<file path="config.mk">
export PLATFORM = sky130hd
export DESIGN_NAME = cpu_host_ctrl
export DESIGN_NICKNAME = d
export VERILOG_FILES = /design/src/rtl/cpu_host_ctrl.sv
export SDC_FILE = /design/constraint.sdc
export NUM_CORES = 1
export LEC_CHECK = 0
export BUFFER_PORTS_ARGS = -buffer_cell sky130_fd_sc_hd__buf_2
export CORE_MARGIN = 3
export CORE_UTILIZATION = 56
export CTS_CLUSTER_DIAMETER = 200
export CTS_CLUSTER_SIZE = 16
export DETAILED_ROUTE_END_ITERATION = 16
export GPL_TIMING_DRIVEN = 0
export PLACE_DENSITY = 0.76
export SLEW_MARGIN = 20
export SYNTH_ARGS = -nofsm -noshare
export SYNTH_HDL_FRONTEND = slang
export SYNTH_SLANG_ARGS = --single-unit
</file>
<file path="constraint.sdc">
create_clock -name clk -period 3 [get_ports clk]
set_clock_uncertainty 0.2 [all_clocks]
set_input_delay 0.3 -clock clk [delete_from_list [all_inputs] [get_ports clk]]
set_output_delay 0.3 -clock clk [all_outputs]
set_load 0.02 [all_outputs]
</file>
<file path="src/rtl/cpu_host_ctrl.sv">
// Host-to-CPU bridge: streams image bytes into CPU memory, runs the CPU, then reads results back.
// Load accepts one byte/cycle via valid/ready; readback yields one byte per RD_LAT+2 cycles, held under out_ready=0.
module cpu_host_ctrl #(
    parameter int IN_COUNT  = 65536,
    parameter int OUT_COUNT = 16129,
    parameter int RD_LAT    = 2
) (
    input  logic        clk,
    input  logic        rst_n,
    input  logic        in_valid,
    input  logic [7:0]  in_data,
    output logic        in_ready,
    output logic        out_valid,
    output logic [7:0]  out_data,
    input  logic        out_ready,
    output logic [1:0]  cpu_status,
    output logic [15:0] cpu_addr,
    output logic [7:0]  cpu_data,
    input  logic        cpu_end,
    input  logic [7:0]  cpu_out,
    output logic        busy,
    output logic        done
);
    typedef enum logic [2:0] {
        IDLE, LOAD, PROC, RD_ISSUE, RD_WAIT, RD_OUT, DONE
    } state_t;

    localparam logic [1:0]  ST_IDLE   = 2'b00;
    localparam logic [1:0]  ST_LOAD   = 2'b10;
    localparam logic [1:0]  ST_PROC   = 2'b01;
    localparam logic [1:0]  ST_READ   = 2'b11;
    localparam logic [16:0] LOAD_LAST = 17'(IN_COUNT - 1);
    localparam logic [15:0] RD_LAST   = 16'(OUT_COUNT - 1);
    localparam logic [3:0]  LAT       = 4'(RD_LAT);

    state_t      state;
    logic [16:0] load_count;
    logic [15:0] rd_count;
    logic [3:0]  wait_count;
    logic        proc_first;
    logic        in_hs;

    assign in_hs = in_valid & in_ready;

    always_ff @(posedge clk or negedge rst_n) begin
        if (!rst_n) begin
            state      <= IDLE;
            load_count <= '0;
            rd_count   <= '0;
            wait_count <= '0;
            proc_first <= 1'b0;
            in_ready   <= 1'b0;
            out_valid  <= 1'b0;
            out_data   <= '0;
            cpu_status <= ST_IDLE;
            cpu_addr   <= '0;
            cpu_data   <= '0;
            busy       <= 1'b0;
            done       <= 1'b0;
        end else begin
            done <= 1'b0;
            case (state)
                IDLE, LOAD: begin
                    if (in_hs) begin
                        cpu_status <= ST_LOAD;
                        cpu_addr   <= load_count[15:0];
                        cpu_data   <= in_data;
                        load_count <= load_count + 17'd1;
                        busy       <= 1'b1;
                        // The final write is still presented to the CPU during the first PROC cycle.
                        if (load_count == LOAD_LAST) begin
                            state      <= PROC;
                            in_ready   <= 1'b0;
                            proc_first <= 1'b1;
                        end else begin
                            state <= LOAD;
                        end
                    end else begin
                        in_ready <= 1'b1;
                    end
                end
                PROC: begin
                    cpu_status <= ST_PROC;
                    proc_first <= 1'b0;
                    // A stale cpu_end from a previous run must not end processing immediately.
                    if (!proc_first && cpu_end) begin
                        state    <= RD_ISSUE;
                        rd_count <= '0;
                    end
                end
                RD_ISSUE: begin
                    cpu_status <= ST_READ;
                    cpu_addr   <= rd_count;
                    wait_count <= 4'd1;
                    state      <= RD_WAIT;
                end
                RD_WAIT: begin
                    if (wait_count >= LAT) begin
                        out_data  <= cpu_out;
                        out_valid <= 1'b1;
                        state     <= RD_OUT;
                    end else begin
                        wait_count <= wait_count + 4'd1;
                    end
                end
                RD_OUT: begin
                    if (out_ready) begin
                        out_valid <= 1'b0;
                        if (rd_count == RD_LAST) begin
                            state      <= DONE;
                            done       <= 1'b1;
                            cpu_status <= ST_IDLE;
                        end else begin
                            rd_count <= rd_count + 16'd1;
                            state    <= RD_ISSUE;
                        end
                    end
                end
                DONE: begin
                    state      <= IDLE;
                    busy       <= 1'b0;
                    in_ready   <= 1'b1;
                    load_count <= '0;
                end
                default: state <= IDLE;
            endcase
        end
    end
endmodule

</file>
* Word-level counts from Yosys, hierarchy flattened *
Cells that the tools add are included.

word-level totals
  register bits after elaboration = 79
  word-level logic and storage cells = 92

cells by class
  add/subtract/negate cells = 3
  magnitude comparators = 1
  equality and inequality tests = 17
  mux-type cells = 35
  bitwise logic cells = 1
  reductions and logical operators = 22

operators by type and width
  kind                                                                    count
  16-bit two-way mux                                                      4
  16-bit one-hot mux with 2 select lines                                  2
  17-bit one-hot mux with 2 select lines                                  1
  17-bit by 1-bit adder with 17-bit output (second input constant)        1
  17-bit by 16-bit == test with 1-bit output (second input constant)      1
  17-bit two-way mux                                                      1
  16-bit by 1-bit adder with 16-bit output (second input constant)        1
  16-bit by 14-bit == test with 1-bit output (second input constant)      1
  2-bit inequality test (second input constant)                           8
  3-bit two-way mux                                                       5
  3-bit one-hot mux with 5 select lines                                   1
  2-bit AND reduction                                                     6
  4-bit AND reduction                                                     3
  2-bit nonzero test                                                      6
  1-bit two-way mux                                                       10
  3-bit == test (second input constant)                                   3
  2-bit two-way mux                                                       4
  1-bit one-hot mux with 2 select lines                                   4
  2-bit one-hot mux with 4 select lines                                   1
  4-bit one-hot mux with 2 select lines                                   1
  3-bit by 2-bit == test with 1-bit output (second input constant)        2
  3-bit AND reduction                                                     2
  4-bit by 1-bit adder with 4-bit output (second input constant)          1
  4-bit by 2-bit >= comparator with 1-bit output (second input constant)  1
  9 further kinds                                                         9

* Logic depth before layout (Yosys ltp) *
  word-level depth = 4
  gate-level depth with buffers = 9

* Worst setup path before layout *
Ideal clock, no wire load.

  path kind = flip-flop to flip-flop
  start = reg rd_count[4]
  end = reg rd_count[9]
  setup time = 0.136 ns
  data arrival time = 1.863 ns
  required time = 2.664 ns
  slack = 0.801 ns
  cell stages (with the launch flop) = 7
  path buffers = 1
  clock period less this slack = 2.199 ns
  path through = dfrtp_1 -> or4_1 -> or4_4 -> nor3_4 -> buf_6 -> or3_1 -> a21oi_1

on the way
  cells in the longest elaborated chain, start to end = 4
  elaborated cells between the ends (all ways) = 7
  classes of those cells = add/sub (1); eq/ne (2); mux (3); reduce/logical (1)

ends and longest elaborated chain
  element                                   RTL line  source
  start: declaration                        38        logic [15:0] rd_count;
  start signal: assignment                  114       rd_count <= rd_count + 16'd1;
  16-bit by 1-bit adder with 16-bit output  114
  16-bit two-way mux                        109       if (rd_count == RD_LAST) begin
  16-bit two-way mux                        107       if (out_ready) begin
  16-bit one-hot mux with 2 select lines    62        case (state)

Several ways; a longest one is shown, not always the timed one. The select of a mux whose other input is x is not followed.
A chain may end at the register's enable or synchronous reset.

* Worst setup path in the final report *
  start = reg load_count[6]
  end = reg in_ready

on the way
  cells in the longest elaborated chain, start to end = 3

ends and longest elaborated chain
  element                                     RTL line  source
  start: declaration                          37        logic [16:0] load_count;
  start signal: assignment                    68        load_count <= load_count + 17'd1;
  17-bit by 16-bit == test with 1-bit output  71        if (load_count == LOAD_LAST) begin
  3-bit inequality test (no source line)      -
  2-bit AND reduction (no source line)        -
  end signal: assignment                      73        in_ready <= 1'b0;
  end signal: assignment                      79        in_ready <= 1'b1;
  end signal: assignment                      122       in_ready <= 1'b1;
  end: declaration                            12        output logic in_ready,

Every way passes these cells.

==> impl_results.md <==
- Status: finished clean
- Main synth FF type: dfrtp_1
- Maximum vdd drop: 0.000507 V
- Final hold slack: 38.5 ps
- Mapped Cells: 406
- Syn Std Cell Area: 3750 sq um
- Vias: 3253
- Via-to-Cell Ratio: 5.66
- Num rows: 29
- CP endpoint kind: flip-flop
- Unique masters post-synth: 42
- Worst setup path end: in_ready$_DFFE_PN0P_
- Post-CTS sizing: 0
- Area of the die: 7710 sq um
- DRC viols: 0
- Largest net degree at the start of global routing: 51
- PwrDens: 835 nW/um^2
- Critical Path RT: 3040 ps
- Post-synth EDFFs: 0
- Grt ovf: 0
- Chip width: 87.8 microns
- Clk_lat worst skew: 350 ps
- CTS Buffer Depth: 2
- Initial antenna violation count: 0
- Chip Height: 87.8 microns
- Routed wire per std cell: 15.3 microns
- Post-Syn Nets: 433
- Multi-input logic area: 1670 sq um
- Most frequent cells in the layout: 79 x nand2_1, 79 x dfrtp_1, 58 x buf_2
- Worst R2R Setup Slack: 570 ps
- Syn Area/Cell: 9.24 sq um
- Worst-path maximum fanout: 5
- Vias in the first global route: 3209
- Unrepaired setup endpoints after global routing: false
- GRT Total Usage: 25.0%
- Max frequency: 411 MHz
- Ports: 59
- Slew Viols, Final: 0
- Rel. slew slack: 53.9%
- Worst Setup SP: load_count[6]$_DFFE_PN0P_
- Nets: 520
- Final setup viols: 0
- Final hold violations: 0
- Final period util: 81.2%
- WP data arrival: 2470 ps
- Antenna Nets Post-Route: 0
- Min cycle time layout: 2430 ps
- Root Buffer: clkbuf_8
- Cts bufs inserted: 9
- Hold Path Class: in -> reg
- First-pass GRT wire length: 15100 microns
- PnR Total Power: 3.77 mW
- Drt pass-1 iters: 5
- Ys async rst share: 100%
- Sequential area share after synthesis: 52.7%
- Post-detail-place hpwl: 6260 microns
- Non-filler cells, final: 575
- Setup CP Type: reg -> reg
- Yosys warns: 0
- Startpoint types: flip-flop
- Starting Density: 58.4%
- Setup TNS: 0 ps
- # H-tree levels: 3
- RePlAce Congestion: 0.864
- Clk slew on worst S/H paths: 90 ps
- Total routed wirelength: 8780 microns
- Reg2Reg Launch Point: load_count[6]$_DFFE_PN0P_
- Worst slew pin tran: 686 ps
- CTS tree: built
- LEAKAGE: 2.12 nW
- N_diodes: 0
- Number of port buffers: 58
- Initial DRC Count: 199
- FILL cells: 490
- Layout cell share with drive strength beyond 1: 18.1%
- Yosys reg bits: 79
- Syn-to-layout area delta: 20.5%
- FF-to-FF End: in_ready$_DFFE_PN0P_
- Max-cap viol count: 0
- Clk sinks: 79
- Final WS setup: 565 ps
- Worst slack, placed: 576 ps
- R2R depth: 8
- Core Region: 6420 sq um
- Dpl cells: 542
- Sequential Area: 1980 sq um
- Worst Min Path Start: out_ready
-- worst max-delay path, cell delays in order, from the launching register on --
cell     delay (ps)
dfrtp_1         440
nand3_1         160
nor4_1          520
nand3_1         200
nor2_1          170
ha_1            210
nand3_1         130
a22oi_1         200
nand2_1          90
-- cell families after synthesis --
logic type	count (synthesis)	synth area share (%)
adders and majority gates	6	2.00
AOI/OAI and AO/OA	60	9.78
xor gates and xnor gates	19	4.44
muxes	9	2.70
buffers and inverters	26	2.84
and+or+nand+nor	207	25.5
DFF	79	52.7
-- report_power, final --
part | total, mW | switching [mW] | internal (mW)
Sequential | 1.60 | 0.228 | 1.37
Combinational | 1.45 | 0.928 | 0.521
Clock | 0.727 | 0.398 | 0.329
Total | 3.77 | 1.55 | 2.22
-- routing by layer --
layer | GRT usage (%) | vias to the layer above | share of wire, %
met5 | 0 | - | 0
li1 | - | 1563 | -
met2 | 41.2 | 104 | 49
met4 | 5.16 | 0 | 1.0
met1 | 33.6 | 1577 | 43
met3 | 6.30 | 9 | 6.1
-- per-stage QoR --
step	util [%]	instance area [sq um]
after detailed placement	64.9	4170
final	70.3	4520
after floorplan	-	3750
after global placement	64.4	4140
after CTS	70.3	4520
after global routing	70.3	4520
-- Yosys cell counts, drive strengths merged, types with 3 or more instances --
master / count / share of area, %
a21o: 3 / 0.60
a21oi: 12 / 1.6
a22o: 3 / 0.70
a31oi: 13 / 2.2
and2: 6 / 1.0
and3: 3 / 0.50
clkbuf: 17 / 1.7
dfrtp: 79 / 53
ha: 6 / 2.0
inv: 7 / 0.70
mux2: 9 / 2.7
nand2: 79 / 7.9
nand2b: 4 / 0.67
nand3: 18 / 2.4
nand4: 6 / 1.0
nor2: 57 / 5.7
nor2b: 4 / 0.67
nor3: 7 / 1.4
nor4: 6 / 1.0
o21ai: 18 / 2.4
or3: 8 / 1.3
or4: 4 / 0.90
xnor2: 7 / 1.6
xor2: 12 / 2.8
-- sequential cells by signal, summed over array words and instances (netlist names), 2 cells and up --
signal      count
cpu_status      2
cpu_data        8
cpu_addr       16
state           3
load_count     17
out_data        8
rd_count       16
wait_count      4
-- how the worst min path moves through the flow --
stage	end	cells after the start	slack (ps)
after global placement	cpu_data[5]$_DFFE_PN0P_	2	260
after detailed placement	proc_first$_DFFE_PN0P_	1	60
after floorplan	busy$_DFFE_PN0P_	0	-200
after CTS	done$_DFF_PN0_	2	30
after global routing	done$_DFF_PN0_	2	50
final	done$_DFF_PN0_	2	40
-- timing repair --
| item | 4_1_cts | 5_1_grt |
|---|---|---|
| setup endpoints to repair | 0 | 0 |
| hold buffers | 17 | 0 |
| setup buffers | 0 | 0 |
| endpoints found under the hold margin | 45 | 0 |
-- area by class of cell --
| class | instances | share of cell area (%) |
|---|---|---|
| buffer | 19 | 1.77 |
| timing repair buffer | 76 | 10.9 |
| inverter | 7 | 0.582 |
| sequential | 79 | 43.8 |
| tap | 77 | 2.13 |
| multi-input combinational | 301 | 36.9 |
| clock buffer | 11 | 3.13 |
| clock inverter | 5 | 0.886 |
Power figures use the tool's default switching activity.
